<file path="src/rtl/pmu_i2c_slave_pkg.sv">
// Shared definitions for the PMU-emulating I2C target and the master-side block.
package pmu_i2c_slave_pkg;

    typedef enum logic [3:0] {
        IDLE,
        ADDR,
        ADDR_ACK,
        SUB,
        SUB_ACK,
        WR,
        WR_ACK,
        RD,
        RD_ACK,
        IGNORE
    } i2c_state_e;

    localparam logic [7:0] PMU_I2C_WR = 8'h68;
    localparam logic [7:0] PMU_I2C_RD = 8'h69;

    function automatic logic [7:0] sat_inc8(input logic [7:0] v);
        return (v == 8'hFF) ? v : v + 8'd1;
    endfunction

endpackage

</file>
<file path="src/rtl/pmu_i2c_slave_i2c_bus_cond.sv">
// Pad synchronisers for SCL/SDA plus one-cycle START, STOP and SCL edge pulses.
module i2c_bus_cond #(
    parameter int unsigned SYNC_STAGES = 2
) (
    input  logic clk,
    input  logic reset,
    input  logic scl_i,
    input  logic sda_i,
    output logic sda_o,
    output logic start_o,
    output logic stop_o,
    output logic scl_rise_o,
    output logic scl_fall_o
);

    logic [SYNC_STAGES-1:0] scl_sync_q;
    logic [SYNC_STAGES-1:0] sda_sync_q;
    logic                   scl_prev_q;
    logic                   sda_prev_q;
    logic                   scl_s;
    logic                   sda_s;

    // Reset to the idle-bus level so leaving reset never fakes an edge.
    always_ff @(posedge clk) begin
        if (reset) begin
            scl_sync_q <= '1;
            sda_sync_q <= '1;
            scl_prev_q <= 1'b1;
            sda_prev_q <= 1'b1;
        end else begin
            scl_sync_q <= {scl_sync_q[SYNC_STAGES-2:0], scl_i};
            sda_sync_q <= {sda_sync_q[SYNC_STAGES-2:0], sda_i};
            scl_prev_q <= scl_s;
            sda_prev_q <= sda_s;
        end
    end

    assign scl_s      = scl_sync_q[SYNC_STAGES-1];
    assign sda_s      = sda_sync_q[SYNC_STAGES-1];
    assign sda_o      = sda_s;
    assign start_o    = scl_s & scl_prev_q & sda_prev_q & ~sda_s;
    assign stop_o     = scl_s & scl_prev_q & ~sda_prev_q & sda_s;
    assign scl_rise_o = scl_s & ~scl_prev_q;
    assign scl_fall_o = ~scl_s & scl_prev_q;

endmodule

</file>
<file path="src/rtl/pmu_i2c_slave.sv">
// I2C target emulating the PMU register file: subaddress writes, repeated-start reads.
module pmu_i2c_slave
    import pmu_i2c_slave_pkg::*;
#(
    parameter logic [6:0]  DEV_ADDR    = 7'h34,
    parameter int unsigned REG_AW      = 6,
    parameter int unsigned SYNC_STAGES = 2
) (
    input  logic              clk,
    input  logic              reset,
    input  logic              scl_in,
    input  logic              sda_in,
    output logic              sda_oe,
    output logic              reg_wr_en,
    output logic [REG_AW-1:0] reg_wr_addr,
    output logic [7:0]        reg_wr_data,
    input  logic [REG_AW-1:0] host_addr,
    output logic [7:0]        host_rdata,
    output logic              busy,
    output logic [7:0]        nak_count
);

    localparam int unsigned DEPTH = 1 << REG_AW;

    logic sda_s, start_p, stop_p, scl_rise, scl_fall;

    i2c_bus_cond #(
        .SYNC_STAGES(SYNC_STAGES)
    ) u_bus_cond (
        .clk       (clk),
        .reset     (reset),
        .scl_i     (scl_in),
        .sda_i     (sda_in),
        .sda_o     (sda_s),
        .start_o   (start_p),
        .stop_o    (stop_p),
        .scl_rise_o(scl_rise),
        .scl_fall_o(scl_fall)
    );

    i2c_state_e        state_q, state_d;
    logic [3:0]        bitcnt_q, bitcnt_d;
    logic [6:0]        shift_in_q, shift_in_d;
    logic [7:0]        shift_out_q, shift_out_d;
    logic [REG_AW-1:0] ptr_q, ptr_d;
    logic              rw_q, rw_d;
    logic              busy_q, busy_d;
    logic              sda_oe_q, sda_oe_d;
    logic [7:0]        nak_q, nak_d;
    logic              wr_en_q, wr_en_d;
    logic [REG_AW-1:0] wr_addr_q, wr_addr_d;
    logic [7:0]        wr_data_q, wr_data_d;
    logic [7:0]        regs_q [DEPTH];
    logic [7:0]        rx_byte;
    logic [7:0]        rd_byte;

    assign rx_byte = {shift_in_q, sda_s};
    assign rd_byte = regs_q[ptr_q];

    always_comb begin
        state_d     = state_q;
        bitcnt_d    = bitcnt_q;
        shift_in_d  = shift_in_q;
        shift_out_d = shift_out_q;
        ptr_d       = ptr_q;
        rw_d        = rw_q;
        busy_d      = busy_q;
        sda_oe_d    = sda_oe_q;
        nak_d       = nak_q;
        wr_en_d     = 1'b0;
        wr_addr_d   = wr_addr_q;
        wr_data_d   = wr_data_q;

        if (stop_p) begin
            state_d  = IDLE;
            sda_oe_d = 1'b0;
            busy_d   = 1'b0;
        end else if (start_p) begin
            state_d  = ADDR;
            bitcnt_d = '0;
            sda_oe_d = 1'b0;
        end else begin
            case (state_q)
                // Byte decisions are taken on the 8th rising edge; bitcnt==8 then
                // marks "waiting for the falling edge that opens the ack slot".
                ADDR, SUB, WR: begin
                    if (scl_rise && bitcnt_q < 4'd8) begin
                        shift_in_d = rx_byte[6:0];
                        bitcnt_d   = bitcnt_q + 4'd1;
                        if (bitcnt_q == 4'd7) begin
                            if (state_q == ADDR) begin
                                if (rx_byte[7:1] == DEV_ADDR) begin
                                    busy_d = 1'b1;
                                    rw_d   = rx_byte[0];
                                end else begin
                                    state_d = IGNORE;
                                end
                            end else if (state_q == SUB) begin
                                if (32'(rx_byte) < DEPTH) begin
                                    ptr_d = rx_byte[REG_AW-1:0];
                                end else begin
                                    nak_d   = sat_inc8(nak_q);
                                    state_d = IGNORE;
                                end
                            end else begin
                                wr_en_d   = 1'b1;
                                wr_addr_d = ptr_q;
                                wr_data_d = rx_byte;
                                ptr_d     = ptr_q + REG_AW'(1);
                            end
                        end
                    end else if (scl_fall && bitcnt_q == 4'd8) begin
                        sda_oe_d = 1'b1;
                        state_d  = (state_q == ADDR) ? ADDR_ACK :
                                   (state_q == SUB)  ? SUB_ACK  : WR_ACK;
                    end
                end
                ADDR_ACK: begin
                    if (scl_fall) begin
                        if (rw_q) begin
                            state_d     = RD;
                            sda_oe_d    = ~rd_byte[7];
                            shift_out_d = {rd_byte[6:0], 1'b0};
                            bitcnt_d    = 4'd1;
                        end else begin
                            state_d  = SUB;
                            sda_oe_d = 1'b0;
                            bitcnt_d = '0;
                        end
                    end
                end
                SUB_ACK, WR_ACK: begin
                    if (scl_fall) begin
                        state_d  = WR;
                        sda_oe_d = 1'b0;
                        bitcnt_d = '0;
                    end
                end
                RD: begin
                    if (scl_fall) begin
                        if (bitcnt_q < 4'd8) begin
                            sda_oe_d    = ~shift_out_q[7];
                            shift_out_d = {shift_out_q[6:0], 1'b0};
                            bitcnt_d    = bitcnt_q + 4'd1;
                        end else begin
                            sda_oe_d = 1'b0;
                            state_d  = RD_ACK;
                        end
                    end
                end
                RD_ACK: begin
                    if (scl_rise) begin
                        if (!sda_s) begin
                            ptr_d = ptr_q + REG_AW'(1);
                        end else begin
                            state_d = IGNORE;
                        end
                    end else if (scl_fall) begin
                        state_d     = RD;
                        sda_oe_d    = ~rd_byte[7];
                        shift_out_d = {rd_byte[6:0], 1'b0};
                        bitcnt_d    = 4'd1;
                    end
                end
                IGNORE: sda_oe_d = 1'b0;
                default: ;
            endcase
        end
    end

    always_ff @(posedge clk) begin
        if (reset) begin
            state_q     <= IDLE;
            bitcnt_q    <= '0;
            shift_in_q  <= '0;
            shift_out_q <= '0;
            ptr_q       <= '0;
            rw_q        <= 1'b0;
            busy_q      <= 1'b0;
            sda_oe_q    <= 1'b0;
            nak_q       <= '0;
            wr_en_q     <= 1'b0;
            wr_addr_q   <= '0;
            wr_data_q   <= '0;
            regs_q      <= '{default: '0};
        end else begin
            state_q     <= state_d;
            bitcnt_q    <= bitcnt_d;
            shift_in_q  <= shift_in_d;
            shift_out_q <= shift_out_d;
            ptr_q       <= ptr_d;
            rw_q        <= rw_d;
            busy_q      <= busy_d;
            sda_oe_q    <= sda_oe_d;
            nak_q       <= nak_d;
            wr_en_q     <= wr_en_d;
            wr_addr_q   <= wr_addr_d;
            wr_data_q   <= wr_data_d;
            if (wr_en_d) begin
                regs_q[wr_addr_d] <= wr_data_d;
            end
        end
    end

    assign sda_oe      = sda_oe_q;
    assign reg_wr_en   = wr_en_q;
    assign reg_wr_addr = wr_addr_q;
    assign reg_wr_data = wr_data_q;
    assign host_rdata  = regs_q[host_addr];
    assign busy        = busy_q;
    assign nak_count   = nak_q;

endmodule

</file>
<file path="config.mk">
export PLATFORM = sky130hd
export DESIGN_NAME = pmu_i2c_slave
export DESIGN_NICKNAME = d
export VERILOG_FILES = /design/src/rtl/pmu_i2c_slave_pkg.sv /design/src/rtl/pmu_i2c_slave_i2c_bus_cond.sv /design/src/rtl/pmu_i2c_slave.sv
export SDC_FILE = /design/constraint.sdc
export NUM_CORES = 1
export LEC_CHECK = 0
export CAP_MARGIN = 20
export CORE_MARGIN = 3
export CORE_UTILIZATION = 33
export DETAILED_ROUTE_END_ITERATION = 7
export GPL_TIMING_DRIVEN = 0
export PLACE_DENSITY = 0.46
export RECOVER_POWER = 25
export SLEW_MARGIN = 25
export SYNTH_ARGS = -nofsm -noshare
export SYNTH_HDL_FRONTEND = slang
export SYNTH_SLANG_ARGS = --single-unit
</file>
<file path="constraint.sdc">
create_clock -name clk -period 4 [get_ports clk]
set_clock_uncertainty 0.15 [all_clocks]
set_input_delay 0.8 -clock clk [delete_from_list [all_inputs] [get_ports clk]]
set_output_delay 0.8 -clock clk [all_outputs]
set_load 0.01 [all_outputs]
</file>
==> results.json, run 1 <==
{
  "top_usage_layer": "met2",
  "grt_start_max_net_pins": 14,
  "fin_ws_ns": -0.103,
  "relSlewSlack_pct": 24.3,
  "cts_buffer_depth": 3,
  "multi_input_area_mm2": 0.0164,
  "post-route-cell-area_mm2": 0.0345,
  "die_h_um": 304,
  "htreeDepth": 3,
  "routedWlPerCell_um": 34.6,
  "fin_crit_sh_pct": 103,
  "fin_crit_ns": 4.10,
  "synth_commonest_cells": "585 x nand3_1, 572 x dfxtp_1, 377 x o21ai_1",
  "area_growth_pct": 17.5,
  "rsz0062_at_grt": "true",
  "synth_edf_count": 0,
  "grt_pass1_wl_um": 205000,
  "synth.area.top_cells": "dfxtp_1 39%, mux4_2 16%, nand3_1 10%",
  "leakagePower_uw": 0.0107,
  "clock_latency_ns": 0.65,
  "nNetsFinal": 3091,
  "antenna_found_initial": 7,
  "failed_checks": "negative setup slack",
  "path_buf_inv": 4,
  "ctsHoldBuffers": 0,
  "ys_seq_area_share_pct": 39.0,
  "holdWs_ns": 0.286,
  "regArea_mm2": 0.0115,
  "first_global_vias": 26318,
  "cts_tree": "done",
  "die_w_um": 304,
  "outcome": "finished with violations",
  "start_kind": "flip-flop",
  "grt-ovfl-total": 0,
  "ys_ff_latch": 572,
  "met1_usage_pct": 39.5,
  "syn_inst": 2930,
  "clock-sinks": 572,
  "synth_top_area_share_pct": 39.0,
  "ir_drop_v": 0.000360,
  "final-hold-violation-count": 0,
  "drcViolationCount": 0,
  "synth_nets": 2947,
  "critPathKind": "flip-flop to flip-flop",
  "synth.most_common_cell": "nand3_1",
  "io_buffers": 37,
  "crit_family": "buffers and inverters",
  "drt-total-wl_um": 149000,
  "synth_area_mm2": 0.0294,
  "crit_chain": "buf_4, buf_4, nor2b_1, clkbuf_1, buf_1, a22oi_1, nand3_1, nand3_1, nor3_1, o21ai_0",
  "powerDensity_mw_per_mm2": 393,
  "setup_violations": 12,
  "dpl.hpwl_um": 111000,
  "max_stage_delay_ns": 0.89,
  "fp-row-count": 108,
  "grt.met3_usage_pct": 9.19,
  "required_ns": 4.37,
  "dpl_cell_area_mm2": 0.0314,
  "die_area_mm2": 0.0926,
  "rrSetupSlack_ns": -0.10,
  "async_flop_share_pct": 0,
  "yosys.area.top_type": "dfxtp_1",
  "worstPathMaxFanout": 10,
  "hold_path.class": "flip-flop to flip-flop",
  "via_count": 27972,
  "cts_made_buffers": 70,
  "via_per_inst": 6.52,
  "grtUsageTotal_pct": 30.9,
  "cp.arrival_ns": 4.47,
  "root_buffer": "clkbuf_16",
  "drt_iter0_markers": 4027,
  "grt.met2_usage_pct": 45.4,
  "drive_gt1_share_pct": 20.4,
  "setup_tns_ns": -0.562,
  "start_util_pct": 33.6,
  "critPathSlowestCell": "buf_1",
  "yosys_warnings": 0,
  "syn_area_per_cell_um2": 10.0,
  "drtAntennaViolNets": 0,
  "yosysUniqueCellTypes": 79,
  "max_freq_mhz": 244,
  "synth_flop_cell": "dfxtp_1",
  "tightest_slew_ns": 1.14,
  "pin_count": 43,
  "place.gp.congestion": 1.06,
  "dr.pass1.iters": 7,
  "drv_cap": 0,
  "endpoint_kind": "flip-flop",
  "finalMaxSlewViolations": 0,
  "path_clk_slew_ns": 0.06,
  "core-area_mm2": 0.0876,
  "fillCellCount": 8647
}
logic make-up after synthesis:
| kind of cell | after synthesis | synth area share [%] |
|---|---|---|
| adder cells (fa/ha/maj) | 7 | 0.298 |
| AO/OA/AOI/OAI | 730 | 15.1 |
| buffers and inverters | 339 | 5.72 |
| XOR/XNOR | 8 | 0.239 |
| AND/OR/NAND/NOR | 870 | 16.7 |
| multiplexers | 404 | 23.0 |
| flip-flops | 572 | 39.0 |
per-layer routing:
| metal | part of all wire, % | up-vias |
|---|---|---|
| met1 | 38 | 13834 |
| met4 | 7.8 | 4 |
| li1 | - | 11461 |
| met3 | 12 | 540 |
| met5 | 0.070 | - |
| met2 | 42 | 2133 |
final timing paths:
check | start | end | depth (start not counted)
setup / recovery | ptr_q[0] | shift_out_q[3] | 10
hold / removal | u_bus_cond.scl_sync_q[0] | u_bus_cond.scl_sync_q[1] | 1
setup reg to reg | ptr_q[0] | shift_out_q[3] | 10
hold reg to reg | u_bus_cond.scl_sync_q[0] | u_bus_cond.scl_sync_q[1] | 1
cell usage in the layout, fill, tap and decap left out, types with 16 or more instances in the layout:
cell | synthesis | final
o211ai_4 | 24 | 24
buf_6 | 38 | 51
dfxtp_1 | 572 | 571
buf_4 | 13 | 45
nor2_1 | 61 | 57
clkbuf_16 | 0 | 77
clkbuf_1 | 185 | 162
clkbuf_2 | 1 | 24
inv_1 | 20 | 20
a22oi_1 | 76 | 71
dlygate4sd3_1 | 0 | 16
buf_2 | 46 | 32
a21oi_1 | 33 | 33
mux4_2 | 213 | 213
clkbuf_8 | 0 | 17
nand2_1 | 83 | 80
mux2i_1 | 180 | 178
nand3_1 | 585 | 585
o21ai_1 | 377 | 377
o21ai_0 | 160 | 160
nand4_4 | 25 | 25
stage by stage:
stage	util (%)	setup slack [ns]	instances	power [uW]
after floorplan	-	0.112	2930	6680
after CTS	39.2	0.00149	4278	13600
after detailed placement	35.8	-1.39	4132	7100
final	39.4	-0.103	4292	13600
after global placement	35.6	-1.93	4122	7100
after global routing	39.4	-0.0349	4286	13900
flip-flops by register name (all words and copies together) (netlist names):
signal,flops
regs_q,512
ptr_q,6
reg_wr_data,8
u_bus_cond.sda_sync_q,2
rw_q,1
nak_count,8
shift_out_q,7
u_bus_cond.scl_prev_q,1
bitcnt_q,4
u_bus_cond.sda_prev_q,1
u_bus_cond.scl_sync_q,2
state_q,4
reg_wr_addr,6
sda_oe,1
reg_wr_en,1
busy,1
shift_in_q,7
where the power goes:
group,leakage (uW),total [uW],internal (uW),switching (uW)
clock,0.00112,6470,3690,2770
sequential,0.00461,5750,5730,20.8
combinational,0.00499,1360,455,904
total,0.0107,13600,9870,3700
final cells by class:
cell class	count	area share, %
clock inverters	33	0.950
inverters	22	0.239
plain buffers	316	6.00
well taps	1155	4.19
multi-input cells	2019	47.5
repair buffers	73	2.21
flip-flops and latches	572	33.2
diodes	7	0.0508
clock buffers	95	5.70
timing repair:
item	in CTS	in global routing
setup endpoints to repair	15	21
gates resized for setup	146	29
pin swaps	4	1
cloned	0	2
setup buffers	18	6
No activity file was read; power rests on OpenSTA's default activity.
==> run 2, diff against run 1 <==
--- a/config.mk
+++ b/config.mk
@@ -10,6 +10,7 @@
 export CORE_UTILIZATION = 33
 export DETAILED_ROUTE_END_ITERATION = 7
 export GPL_TIMING_DRIVEN = 0
+export MAX_ROUTING_LAYER = met4
 export PLACE_DENSITY = 0.46
 export RECOVER_POWER = 25
 export SLEW_MARGIN = 25
==> results.json, run 2 (synthesis gave the netlist of run 1 again) <==
{
  "outcome": "finished with violations",
  "failed_checks": "max-capacitance violations, negative setup slack",
  "dpl.hpwl_um": 113000,
  "grt_pass1_wl_um": 207000,
  "cp.arrival_ns": 4.48,
  "layout_common_cells": "585 x nand3_1, 571 x dfxtp_1, 341 x o21ai_1",
  "tightest_slew_ns": 1.47,
  "setup_violations": 7,
  "required_ns": 4.37,
  "drt_iter0_markers": 4074,
  "via_per_inst": 6.53,
  "switching_power_uw": 3670,
  "cts_tree": "done",
  "p_int_uw": 10300,
  "drtAntennaViolNets": 0,
  "routedWlPerCell_um": 35.3,
  "p_sw_share_pct": 26.2,
  "largest_reg_flops": 512,
  "r2r-end": "shift_out_q[5]",
  "final-hold-violation-count": 0,
  "worstHoldEndpoint": "u_bus_cond.sda_sync_q[1]",
  "powerDensity_mw_per_mm2": 404,
  "holdWs_ns": 0.264,
  "clock_latency_ns": 0.65,
  "relSlewSlack_pct": 1.18,
  "antenna_found_initial": 5,
  "min_from": "u_bus_cond.sda_sync_q[0]",
  "largest-register": "regs_q",
  "grt-ovfl-total": 0,
  "area_growth_pct": 17.7,
  "leakagePower_uw": 0.0108,
  "ctsHoldBuffers": 0,
  "die_area_mm2": 0.0926,
  "dp.cells": 4124,
  "htreeDepth": 3,
  "max_freq_mhz": 243,
  "core-area_mm2": 0.0876,
  "path_clk_slew_ns": 0.06,
  "root_buffer": "clkbuf_16",
  "drt-total-wl_um": 151000,
  "dpl_cell_area_mm2": 0.0313,
  "drcViolationCount": 0,
  "finalMaxSlewViolations": 0,
  "worst-r2r-cell-count": 11,
  "die_h_um": 304,
  "hold_depth": 1,
  "fin_crit_ns": 4.11,
  "start_kind": "flip-flop",
  "critPathKind": "flip-flop to flip-flop",
  "pin_count": 43,
  "fp-row-count": 108,
  "drv_cap": 1,
  "fin_ws_ns": -0.111,
  "first_global_vias": 25963,
  "stdcell_count": 4272,
  "via_count": 27886,
  "start_util_pct": 33.6,
  "nNetsFinal": 3075,
  "cts_buffer_depth": 3,
  "grtUsageTotal_pct": 32.3,
  "p_total_uw": 14000,
  "rrSetupSlack_ns": -0.11,
  "worstPathMaxFanout": 10,
  "final_common_cell": "nand3_1",
  "io_buffers": 37,
  "fin_crit_sh_pct": 103,
  "grt_start_max_net_pins": 14,
  "clockPowerShare_pct": 49.2,
  "dr.pass1.iters": 5,
  "ir_drop_v": 0.000346,
  "clock-sinks": 572,
  "comb_power_share_pct": 9.7,
  "drive_gt1_share_pct": 20.2,
  "hold_path.class": "flip-flop to flip-flop",
  "endpoint_kind": "flip-flop",
  "reg2reg_from": "ptr_q[0]",
  "place.gp.congestion": 1.08,
  "post-route-cell-area_mm2": 0.0346,
  "cts_made_buffers": 69,
  "die_w_um": 304,
  "sequentialPowerShare_pct": 41.1
}
run 2: area by class of cell:
cell class,instances,area [um2]
repair buffers,58,616
clock buffers,83,1900
clock inverters,41,547
fillers,8634,53000
inverters,22,83.8
diodes,6,15.0
plain buffers,316,2140
flip-flops and latches,572,11500
multi-input cells,2019,16400
well taps,1155,1450
run 2: what timing repair did:
item / CTS / global route
pin swaps: 3 / 1
setup buffers: 13 / 3
setup endpoints to repair: 22 / 23
resized for setup: 166 / 26
gates cloned: 0 / 1
run 2: how the worst max path moves through the flow:
| stage | start | to | slack, ns | depth (start not counted) |
|---|---|---|---|---|
| final | ptr_q[0] | shift_out_q[5] | -0.11 | 11 |
| after global placement | host_addr[0] | host_rdata[1] | -1.83 | 7 |
| after CTS | host_addr[0] | host_rdata[0] | -0.14 | 7 |
| after floorplan | host_addr[0] | host_rdata[3] | 0.11 | 6 |
| after global routing | host_addr[2] | host_rdata[6] | -0.006 | 6 |
| after detailed placement | host_addr[1] | host_rdata[1] | -1.46 | 7 |
run 2: worst max-delay path: stages (launching register included):
cell and delay (ns):
dfxtp_1 0.35, buf_4 0.33, buf_4 0.42, buf_4 0.42
nor2b_1 0.19, clkbuf_2 0.40, clkdlybuf4s18_2 0.56, a22oi_1 0.18
nand3_1 0.17, nand3_1 0.14, nor3_1 0.48, o21ai_0 0.16
run 2: metrics by stage:
stage	worst slack, ns	utilization [%]	TNS [ns]
CTS	-0.142	39.4	-0.230
finish	-0.111	39.5	-0.313
global route	-0.00583	39.5	-0.00690
global placement	-1.83	35.6	-66.42
detailed placement	-1.46	35.7	-66.39
floorplan	0.112	-	0
run 2: power by group through the flow:
stage	Combinational [uW]	Sequential (uW)	Clock (uW)
detailed placement	1230	5870	0
CTS	1310	5750	6930
global placement	1230	5870	0
finish	1360	5750	6870
floorplan	809	5870	0
global route	1430	5750	7150
run 2: per-layer routing:
layer	vias up	routed length [um]	track usage, %
met1	13980	59700	41.3
met5	-	0	-
met3	512	17900	9.33
li1	11425	-	-
met2	1969	63100	45.9
met4	0	9950	17.3
